<file path="config.mk">
export PLATFORM = sky130hd
export DESIGN_NAME = mx_port_bringup_ctrl
export DESIGN_NICKNAME = d
export VERILOG_FILES = /design/src/rtl/mx_port_bringup_pkg.sv /design/src/rtl/mx_sig_debounce.sv /design/src/rtl/mx_port_bringup_ctrl.sv
export SDC_FILE = /design/constraint.sdc
export NUM_CORES = 1
export LEC_CHECK = 0
export CORE_MARGIN = 1
export CORE_UTILIZATION = 30
export DETAILED_ROUTE_END_ITERATION = 8
export GPL_ROUTABILITY_DRIVEN = 0
export GPL_TIMING_DRIVEN = 0
export SLEW_MARGIN = 5
export SYNTH_ARGS = -nofsm -noshare
export SYNTH_HDL_FRONTEND = slang
export SYNTH_HIERARCHICAL = 1
export SYNTH_SLANG_ARGS = --single-unit
</file>
<file path="constraint.sdc">
create_clock -name clk_i -period 2.3 [get_ports clk_i]
set_input_delay 0.345 -clock clk_i [delete_from_list [all_inputs] [get_ports clk_i]]
set_output_delay 0.345 -clock clk_i [all_outputs]
set_load 0.005 [all_outputs]
</file>
<file path="src/rtl/mx_port_bringup_pkg.sv">
// Shared types and constants for the per-port transceiver bring-up sequencer.
package mx_port_bringup_pkg;

  localparam int unsigned SPEED_W = 4;

  typedef enum logic [2:0] {
    ST_IDLE    = 3'd0,
    ST_RESET   = 3'd1,
    ST_SETTLE  = 3'd2,
    ST_TX_ON   = 3'd3,
    ST_UP      = 3'd4,
    ST_FAULT   = 3'd5,
    ST_LOCKOUT = 3'd6
  } state_e;

  localparam logic [SPEED_W-1:0] SPEED_10G  = 4'b0000;
  localparam logic [SPEED_W-1:0] SPEED_10M  = 4'b1001;
  localparam logic [SPEED_W-1:0] SPEED_100M = 4'b1010;
  localparam logic [SPEED_W-1:0] SPEED_1G   = 4'b1100;

  typedef struct packed {
    logic tx_disable;
    logic xge_nreset;
    logic gbe_nreset;
    logic gbe_coma;
    logic main_engine_arst;
    logic link_up;
    logic rx_led;
    logic alrm_led;
  } ctrl_out_t;

  localparam ctrl_out_t CTRL_IDLE = '{
    tx_disable:       1'b1,
    xge_nreset:       1'b0,
    gbe_nreset:       1'b0,
    gbe_coma:         1'b1,
    main_engine_arst: 1'b1,
    link_up:          1'b0,
    rx_led:           1'b0,
    alrm_led:         1'b0
  };

  function automatic logic speed_valid(input logic [SPEED_W-1:0] code);
    return (code == SPEED_10G) || (code == SPEED_10M) ||
           (code == SPEED_100M) || (code == SPEED_1G);
  endfunction

endpackage

</file>
<file path="src/rtl/mx_sig_debounce.sv">
// Two-flop synchroniser followed by a consecutive-cycle stability filter.
module mx_sig_debounce #(
  parameter int unsigned DEBOUNCE_CYC = 1000,
  parameter logic        RST_VAL      = 1'b0,
  parameter int unsigned CNT_W        = 16
) (
  input  logic clk_i,
  input  logic rst_i,
  input  logic pin_i,
  output logic db_o
);

  logic             sync1_q, sync2_q;
  logic             db_q, db_d;
  logic [CNT_W-1:0] cnt_q, cnt_d;

  // Count cycles the synced pin disagrees with the filtered value; agreement restarts.
  always_comb begin
    cnt_d = '0;
    db_d  = db_q;
    if (sync2_q != db_q) begin
      if (cnt_q == CNT_W'(DEBOUNCE_CYC - 1)) begin
        db_d = sync2_q;
      end else begin
        cnt_d = cnt_q + CNT_W'(1);
      end
    end
  end

  always_ff @(posedge clk_i) begin
    if (rst_i) begin
      sync1_q <= RST_VAL;
      sync2_q <= RST_VAL;
      db_q    <= RST_VAL;
      cnt_q   <= '0;
    end else begin
      sync1_q <= pin_i;
      sync2_q <= sync1_q;
      db_q    <= db_d;
      cnt_q   <= cnt_d;
    end
  end

  assign db_o = db_q;

endmodule

</file>
<file path="src/rtl/mx_port_bringup_ctrl.sv">
// Per-port bring-up sequencer: debounces SFP status pins and steps the PHY
// resets, coma, tx_disable and engine reset through a timed state machine.
module mx_port_bringup_ctrl
  import mx_port_bringup_pkg::*;
#(
  parameter int unsigned DEBOUNCE_CYC    = 1000,
  parameter int unsigned RST_HOLD_CYC    = 256,
  parameter int unsigned SETTLE_CYC      = 1024,
  parameter int unsigned FAULT_RETRY_MAX = 3,
  parameter int unsigned CNT_W           = 16
) (
  input  logic               clk_i,
  input  logic               rst_i,
  input  logic               port_en_i,
  input  logic [SPEED_W-1:0] speed_sel_i,
  input  logic               soft_restart_i,
  input  logic               mod_abs_i,
  input  logic               rx_los_i,
  input  logic               tx_fault_i,
  input  logic               lopc_i,
  output logic               tx_disable_o,
  output logic               xge_nreset_o,
  output logic               gbe_nreset_o,
  output logic               gbe_coma_o,
  output logic               main_engine_arst_o,
  output logic [SPEED_W-1:0] rx_port_speed_o,
  output logic [SPEED_W-1:0] tx_port_speed_o,
  output logic               alrm_led_o,
  output logic               rx_led_o,
  output logic               link_up_o,
  output logic               cfg_err_o,
  output logic [1:0]         fault_cnt_o,
  output logic [2:0]         state_o
);

  logic mod_abs_db, rx_los_db, tx_fault_db, lopc_db;

  state_e             state_q, state_d;
  logic [CNT_W-1:0]   timer_q, timer_d;
  logic [SPEED_W-1:0] speed_q, speed_d;
  logic               cfg_err_q, cfg_err_d;
  logic [1:0]         fault_cnt_q, fault_cnt_d;
  logic               restart;
  ctrl_out_t          out_q, out_d;

  mx_sig_debounce #(.DEBOUNCE_CYC(DEBOUNCE_CYC), .RST_VAL(1'b1), .CNT_W(CNT_W)) u_db_mod_abs (
    .clk_i(clk_i), .rst_i(rst_i), .pin_i(mod_abs_i), .db_o(mod_abs_db));
  mx_sig_debounce #(.DEBOUNCE_CYC(DEBOUNCE_CYC), .RST_VAL(1'b1), .CNT_W(CNT_W)) u_db_rx_los (
    .clk_i(clk_i), .rst_i(rst_i), .pin_i(rx_los_i), .db_o(rx_los_db));
  mx_sig_debounce #(.DEBOUNCE_CYC(DEBOUNCE_CYC), .RST_VAL(1'b0), .CNT_W(CNT_W)) u_db_tx_fault (
    .clk_i(clk_i), .rst_i(rst_i), .pin_i(tx_fault_i), .db_o(tx_fault_db));
  mx_sig_debounce #(.DEBOUNCE_CYC(DEBOUNCE_CYC), .RST_VAL(1'b1), .CNT_W(CNT_W)) u_db_lopc (
    .clk_i(clk_i), .rst_i(rst_i), .pin_i(lopc_i), .db_o(lopc_db));

  // Next state, speed latch, config error and fault accounting.
  always_comb begin
    state_d     = state_q;
    speed_d     = speed_q;
    cfg_err_d   = cfg_err_q;
    fault_cnt_d = fault_cnt_q;
    restart     = 1'b0;
    if (!port_en_i || mod_abs_db) begin
      state_d = ST_IDLE;
    end else if (soft_restart_i && (state_q != ST_IDLE)) begin
      fault_cnt_d = '0;
      restart     = 1'b1;
      if (speed_valid(speed_sel_i)) begin
        speed_d   = speed_sel_i;
        cfg_err_d = 1'b0;
        state_d   = ST_RESET;
      end else begin
        cfg_err_d = 1'b1;
        state_d   = ST_IDLE;
      end
    end else begin
      case (state_q)
        ST_IDLE: begin
          if (speed_valid(speed_sel_i)) begin
            speed_d   = speed_sel_i;
            cfg_err_d = 1'b0;
            state_d   = ST_RESET;
          end else begin
            cfg_err_d = 1'b1;
          end
        end
        ST_RESET:  if (timer_q == CNT_W'(RST_HOLD_CYC - 1)) state_d = ST_SETTLE;
        ST_SETTLE: if (timer_q == CNT_W'(SETTLE_CYC - 1)) state_d = ST_TX_ON;
        ST_TX_ON: begin
          if (tx_fault_db)                 state_d = ST_FAULT;
          else if (!rx_los_db && !lopc_db) state_d = ST_UP;
        end
        ST_UP: begin
          if (tx_fault_db)                state_d = ST_FAULT;
          else if (rx_los_db || lopc_db)  state_d = ST_TX_ON;
        end
        ST_FAULT: begin
          fault_cnt_d = (fault_cnt_q == 2'd3) ? 2'd3 : fault_cnt_q + 2'd1;
          state_d     = (fault_cnt_d == 2'(FAULT_RETRY_MAX)) ? ST_LOCKOUT : ST_RESET;
        end
        ST_LOCKOUT: state_d = ST_LOCKOUT;
        default:    state_d = ST_IDLE;
      endcase
    end
    timer_d = ((state_d != state_q) || restart) ? '0 : timer_q + CNT_W'(1);
  end

  // Output image of the state being entered, so outputs line up with state_o.
  always_comb begin
    out_d = CTRL_IDLE;
    if (state_d inside {ST_SETTLE, ST_TX_ON, ST_UP, ST_FAULT}) begin
      out_d.xge_nreset = (speed_d == SPEED_10G);
      out_d.gbe_nreset = (speed_d != SPEED_10G);
      out_d.gbe_coma   = (speed_d == SPEED_10G);
    end
    if (state_d inside {ST_TX_ON, ST_UP}) begin
      out_d.tx_disable       = 1'b0;
      out_d.main_engine_arst = 1'b0;
    end
    out_d.link_up  = (state_d == ST_UP);
    out_d.rx_led   = (state_d == ST_UP);
    out_d.alrm_led = (state_d == ST_LOCKOUT) || (port_en_i && mod_abs_db) || cfg_err_d;
  end

  always_ff @(posedge clk_i) begin
    if (rst_i) begin
      state_q     <= ST_IDLE;
      timer_q     <= '0;
      speed_q     <= SPEED_10G;
      cfg_err_q   <= 1'b0;
      fault_cnt_q <= '0;
      out_q       <= CTRL_IDLE;
    end else begin
      state_q     <= state_d;
      timer_q     <= timer_d;
      speed_q     <= speed_d;
      cfg_err_q   <= cfg_err_d;
      fault_cnt_q <= fault_cnt_d;
      out_q       <= out_d;
    end
  end

  assign tx_disable_o       = out_q.tx_disable;
  assign xge_nreset_o       = out_q.xge_nreset;
  assign gbe_nreset_o       = out_q.gbe_nreset;
  assign gbe_coma_o         = out_q.gbe_coma;
  assign main_engine_arst_o = out_q.main_engine_arst;
  assign link_up_o          = out_q.link_up;
  assign rx_led_o           = out_q.rx_led;
  assign alrm_led_o         = out_q.alrm_led;
  assign rx_port_speed_o    = speed_q;
  assign tx_port_speed_o    = speed_q;
  assign cfg_err_o          = cfg_err_q;
  assign fault_cnt_o        = fault_cnt_q;
  assign state_o            = state_q;

endmodule

</file>
# Word level (Yosys, flattened, before mapping)
# Cells that the tools add are included.
# op_classes
n_addsub,6
mul,0
div,0
n_lt_le_gt_ge,0
eq_ne,27
n_shift,0
mux,26
bitwise,6
reduce_logical,33
# op_table
cell,count
"adder 16 x 1 -> 16 bit, second input constant",5
"== test 16 x 10 -> 1 bit, second input constant",5
2-to-1 mux 3 bit,10
case mux 3 bit (7 select lines),1
"== test 3 bit, second input constant",6
"== test 16 x 8 -> 1 bit, second input constant",1
2-to-1 mux 4 bit,4
"== test 3 x 2 -> 1 bit, second input constant",4
"== test 4 bit, second input constant",3
OR reduction 3 bit,4
AND reduction 2 bit,5
zero test 4 bit,2
logical OR 1 bit,8
2-to-1 mux 1 bit,8
nonzero test 4 bit,2
2-to-1 mux 2 bit,3
NOT 1 bit,6
"== test 2 bit, second input constant",2
!= test 1 bit,4
nonzero test 2 bit,2
OR reduction 2 bit,2
"== test 3 x 1 -> 1 bit, second input constant",1
logical AND 1 bit,3
zero test 1 bit,3
4 further kinds,4
# totals
register_bits,108
latch_bits,0
ramBits,0
rom_bits,0
in_bits,12
out_inout_bits,22
mem_count,0

# Logic depth before layout (Yosys ltp)
# logic_depth
depth_word,12
mapped_depth,8
depth_no_buf,6

# Hierarchy
# Netlist, hierarchy kept.
# by_module_without_submodules
mod,n_inst,cells_per_inst,area_per_inst_um2,seq_area_each_um2
mx_sig_debounce (u_db_lopc ...),3,91,802.0,380.4
mx_port_bringup_ctrl,1,200,1676.6,640.6
mx_sig_debounce (u_db_tx_fault),1,90,844.6,380.4

# Least setup slack after synthesis
# No wires, ideal clock.
# synth_path
path_type,register to register
startpoint,"reg state_q[0], in the netlist state_o[0]"
endpoint,reg timer_q[2]
arrival_ps,1950
t_required_ps,2185
setup_slack_ps,235
path_stages_with_launch,8
synth_period_minus_slack_ps,2065
cell_sequence,dfxtp_1 -> or4_1 -> a32o_1 -> a21o_1 -> a2111o_1 -> o2111ai_2 -> buf_6 -> nor2_1
# synth_via
elab_chain_cells,8
# synth_rtl
item,line_no,source
start: declaration,mx_port_bringup_ctrl.sv:38,"state_e state_q, state_d;"
start signal: assignment,mx_port_bringup_ctrl.sv:133,state_q <= state_d;
2-to-1 mux 3 bit (on tied branches),"mx_port_bringup_ctrl.sv:94, mx_port_bringup_ctrl.sv:90",
2-to-1 mux 3 bit (on tied branches),"mx_port_bringup_ctrl.sv:93, mx_port_bringup_ctrl.sv:89",
case mux 3 bit (7 select lines),mx_port_bringup_ctrl.sv:76,case (state_q)
2-to-1 mux 3 bit,mx_port_bringup_ctrl.sv:64,end else if (soft_restart_i && (state_q != ST_IDLE)) begin
2-to-1 mux 3 bit,mx_port_bringup_ctrl.sv:62,if (!port_en_i || mod_abs_db) begin
!= test 3 bit,mx_port_bringup_ctrl.sv:104,timer_d = ((state_d != state_q) || restart) ? '0 : timer_q + CNT_W'(1);
logical OR 1 bit (*),mx_port_bringup_ctrl.sv:104,
OR reduction 2 bit (no line) (*),n/a,
end signal: assignment,mx_port_bringup_ctrl.sv:134,timer_q <= timer_d;
end: declaration,mx_port_bringup_ctrl.sv:39,"logic [CNT_W-1:0] timer_q, timer_d;"
# Every way passes the cells marked *; elsewhere a longest branch is shown, timed or not.
# A chain may end at the register's enable or synchronous reset.

# Worst setup path in the final report
# layout_path
startpoint,"reg state_q[0], in the netlist state_o[0]"
endpoint,reg timer_q[6]
# The elaborated chain is that of the path after synthesis.

==> impl.org <==
** Logic synthesis
- Register bit total from synthesis :: between 100 and 150
- Yosys printed 6 warnings.
- Main flop type after synthesis :: dfxtp_1
- The portion of synthesized area spent on multiplexers is 0.813%.
- Yosys mapped a number of flops with a built-in enable equal to 0.
- Syn Inst Count :: roughly 560
- The number of nets in the synthesized netlist is 580.
- Number of distinct standard cells referenced by the synthesized netlist :: 58
- Dominant combinational cell family by area after synthesis :: simple AND/OR/NAND/NOR gates
- In the synthesized netlist the async set-or-reset flop fraction comes to 0%.
- After synthesis, flip-flops and latches occupy 43.9% of the total area.
- The mapped netlist covers 0.00493 mm².
- Area share of and/or/nand/nor cells after synthesis :: 30.4%
- Mean cell area of the mapped netlist :: 8.75 µm²
- After Yosys synthesis, full adders, half adders and majority gates account for 1.27% of the synthesized area.
- The synthesized netlist devotes under 10% of its cell area to compound gates.
- Fraction of synthesized cell area in xor and xnor cells :: 12.3%

** Final layout
- Relative to the synthesized area, the layout overhead comes to 20.1%.
- Area used by multi-input combinational logic :: 0.00263 mm²
- Proportion of layout cells with a drive suffix above 1 :: under 10%
- 0 antenna diodes ended up in the layout.
- Counting the fill cells in the layout gives about 1600.
- Final nets :: 626
- The sequential cells in the finished layout cover a total of 0.00217 mm².
- Number of cells in the finished layout apart from fillers :: 830

** Floorplan
- From bottom edge to top edge, the die measures between 100 and 150 µm.
- Initial Util :: 30.9%
- The die covers 0.0169 mm².
- Die Wd :: 130 µm
- The initialized floorplan defines 46 standard-cell rows.
- The floorplan step defined a core boundary enclosing 0.0159 mm².
- IO Count :: 34

** STA
- Setup violations remaining at the end of the flow were counted as 0.
- Clk_skew :: 8.33 ps
- Derived from the worst setup path, the maximum achievable clock frequency is 0.449 GHz.
- Hold slack :: 412 ps
- Final Cycle Share :: ~97%
- Final number of hold-violating endpoints :: 0
- Pins over their slew limit :: 0
- Time the final worst path needs with I/O delays and setup :: 2230 ps
- Tightest Pin Transition :: 754 ps
- The worst pin sits at a relative slew slack of 49.6%.

** Clock tree
- TritonCTS clock tree :: yes
- Hold-fix buffers, CTS :: 0
- In this run, CTS created clock tree buffers numbering 9.
- The later pin in the worst-skew pair is clocked with a latency of 360 ps.
- CTS built an H-tree with a depth of 3.
- Clock transition at the registers of the reported paths :: 80 ps
- The clock drives 108 sinks.
- Clock root cell :: clkbuf_16
- Deepest clock path buffer count :: 2

** Setup path
- In this run the critical register-to-register path is captured at timer_q[6].
- The worst setup path is captured at a flip-flop.
- Startpoint of the worst register-to-register path :: state_o[0]
- The worst setup path is launched from a flip-flop.
- Along the worst path, the maximum fanout reaches 10.
- The largest single stage delay on the critical path is 530 ps.
- Class of the most critical setup path :: flip-flop to flip-flop
- Across all register-to-register paths, the minimum setup slack is 70 ps.
- Crit-path leading delay family :: compound AO/OA/AOI/OAI gates
- Slowest stage cell on the critical path :: or4_1
- Data arrives at the worst endpoint at 2480 ps.
- The signal on the critical path passes through or4_1 > a32o_1 > a21o_1 > a2111o_1 > o2111ai_4 > buf_6 > nor2_1.
- Logic depth of the worst register-to-register path :: 7
- Req. time, crit path :: 2550 ps
- Total buffers and inverters traversed by the critical path :: 1

** Power and ir drop
- Net switching power :: approximately 0.81 mW
- Power density cells :: 610 mW/mm²
- The analysis attributes to cell leakage a power of 1.94 nW.
- Combinational share of power :: 2.4%
- IR analysis of the VDD net gives a maximum drop of between 0.0005 and 0.0006 V.
- Internal power consumption :: 2.80 mW
- After layout, the design draws a total of 3.61 mW.
- Clock network fraction of total power :: 45.2%
- Net switching is 22.4% of the power.
- Sequential cell fraction of total power :: between 50% and 60%

** Global routing
- The first global-routing pass estimated 17.6 mm of wire.
- For this run the aggregate overflow at the end of global routing stands at 0.
- Vias in the first global route :: 3833
- Pin count of the biggest net entering global routing :: 22
- Global routing used 13.0% of the available tracks.
- Antenna violations before repair :: 0

** Route
- In this run the remaining antenna-violating nets after routing total 0.
- The final layout contains routed wiring with a total length of approximately 10 mm.
- After the first detailed-routing iteration, the DRC count stood at 172.
- In the final routed layout, each cell accounts on average for around 12 µm.
- Count of vias placed by the detailed router :: around 4000
- For this run, design rule violations remaining after detail routing come to 0.
- Detailed-route vias per instance :: 4.81
- The first TritonRoute pass finished after 5 iterations.

** Placement
- Detailed placement ended at an HPWL of 7.31 mm.
- DP Cell Count :: 812
- # port buffers :: 33

** Hold path
- Worst-case hold path end point :: u_db_rx_los/sync2_q
- The min-delay analysis places its worst path in the category flip-flop to flip-flop.
- Worst hold path stage count :: 1
- Launch point of the worst hold path :: u_db_rx_los/sync1_q

** Flow run
- The tool flagged a number of max-cap violations equal to 0.

** Status
- Outcome :: completed
[synth_stat cells, types with 6 or more instances]
cell type | n | area, µm²
nor2_1 | 111 | 417
dfxtp_1 | 108 | 2160
nand3_1 | 35 | 175
xor2_1 | 35 | 307
xnor2_1 | 34 | 298
nand2_1 | 28 | 105
nand4_1 | 20 | 125
nor4_1 | 18 | 113
nor3_1 | 15 | 75.1
inv_1 | 12 | 45.0
and3_1 | 11 | 68.8
buf_4 | 11 | 82.6
o21ai_0 | 10 | 50.1
nor2b_1 | 9 | 56.3
or2_2 | 7 | 43.8
and4_1 | 6 | 52.6
nand2b_1 | 6 | 37.5
[stage by stage]
stage,setup TNS (ps),cell area (µm²),setup slack [ps],utilization (%)
floorplan,0,4930,235,-
global placement,-6540,5530,-419,34.7
detailed placement,-7230,5530,-461,34.7
CTS,0,5870,20.5,36.8
global route,-9.57,5920,-7.01,37.1
finish,0,5920,71.7,37.1
[cell type report]
type / count / area share [%]
tap: 216 / 4.57
buffer: 19 / 2.35
timing repair buffer: 35 / 5.88
sequential: 108 / 36.6
inverter: 12 / 0.761
clock inverter: 7 / 1.48
clock buffer: 9 / 3.81
multi-input combinational: 424 / 44.5
[metal layers]
metal  wire [µm]  part of all wire (%)  up-vias  GRT usage (%)
met3         359                   3.5       12           3.65
met5           0                     0        -              0
met2        4840                    47       46           21.2
met1        4870                    48     1882           16.1
met4         142                   1.4        0           5.27
li1            -                     -     2053              -
[placed cells by master (no fill, tap or decap), types with 6 or more instances in the layout]
cell type        instances
or2_2                    7
buf_4                   13
nor3_1                  14
nor2_1                 111
nand4_1                 20
clkbuf_16                9
o21ai_0                 10
and3_1                  11
nand2b_1                 6
nand2_1                 28
and4_1                   6
nand3_1                 35
xor2_1                  35
nor4_1                  18
xnor2_1                 34
clkdlybuf4s50_1         32
nor2b_1                  8
inv_1                   12
dfxtp_1                106
[registers in the layout (all words and copies together), names as in the netlist, 2 cells and up]
signal,count
fault_cnt_o,2
u_db_tx_fault/cnt_q,16
rx_port_speed_o,4
state_o,3
u_db_rx_los/cnt_q,16
u_db_lopc/cnt_q,16
timer_q,16
u_db_mod_abs/cnt_q,16
[what timing repair did]
item                                    in CTS  in global routing
resized for setup                            4                 10
pin swaps                                    1                  2
setup buffers                                2                  0
endpoints found under the setup margin      11                 17
[worst max path at each step]
stage | startpoint | endpoint | slack [ps] | cells after the start
after floorplan | state_o[0] | timer_q[2] | 240 | 7
after global placement | speed_sel_i[3] | timer_q[2] | -420 | 8
after detailed placement | speed_sel_i[3] | timer_q[6] | -460 | 8
after CTS | port_en_i | timer_q[6] | 20 | 8
after global routing | state_o[0] | timer_q[6] | -7 | 7
final | state_o[0] | timer_q[6] | 70 | 7
[power by group through the flow]
stage	Sequential, mW	Combinational (mW)	Clock [mW]
4_1_cts	1.89	0.0877	1.69
3_5_place_dp	1.94	0.0840	0
5_1_grt	1.89	0.0980	1.75
2_1_floorplan	1.93	0.0438	0
6_report	1.89	0.0877	1.63
3_3_place_gp	1.94	0.0830	0
[cell families (layout without fill, tap and decap cells)]
group | Yosys count | in the layout
AOI/OAI and AO/OA | 50 | 50
buffers and inverters | 31 | 82
adders and majority gates | 5 | 5
DFF | 108 | 108
xor gates and xnor gates | 69 | 69
and+or+nand+nor | 296 | 296
muxes | 4 | 4
Power figures use the tool's default switching activity.
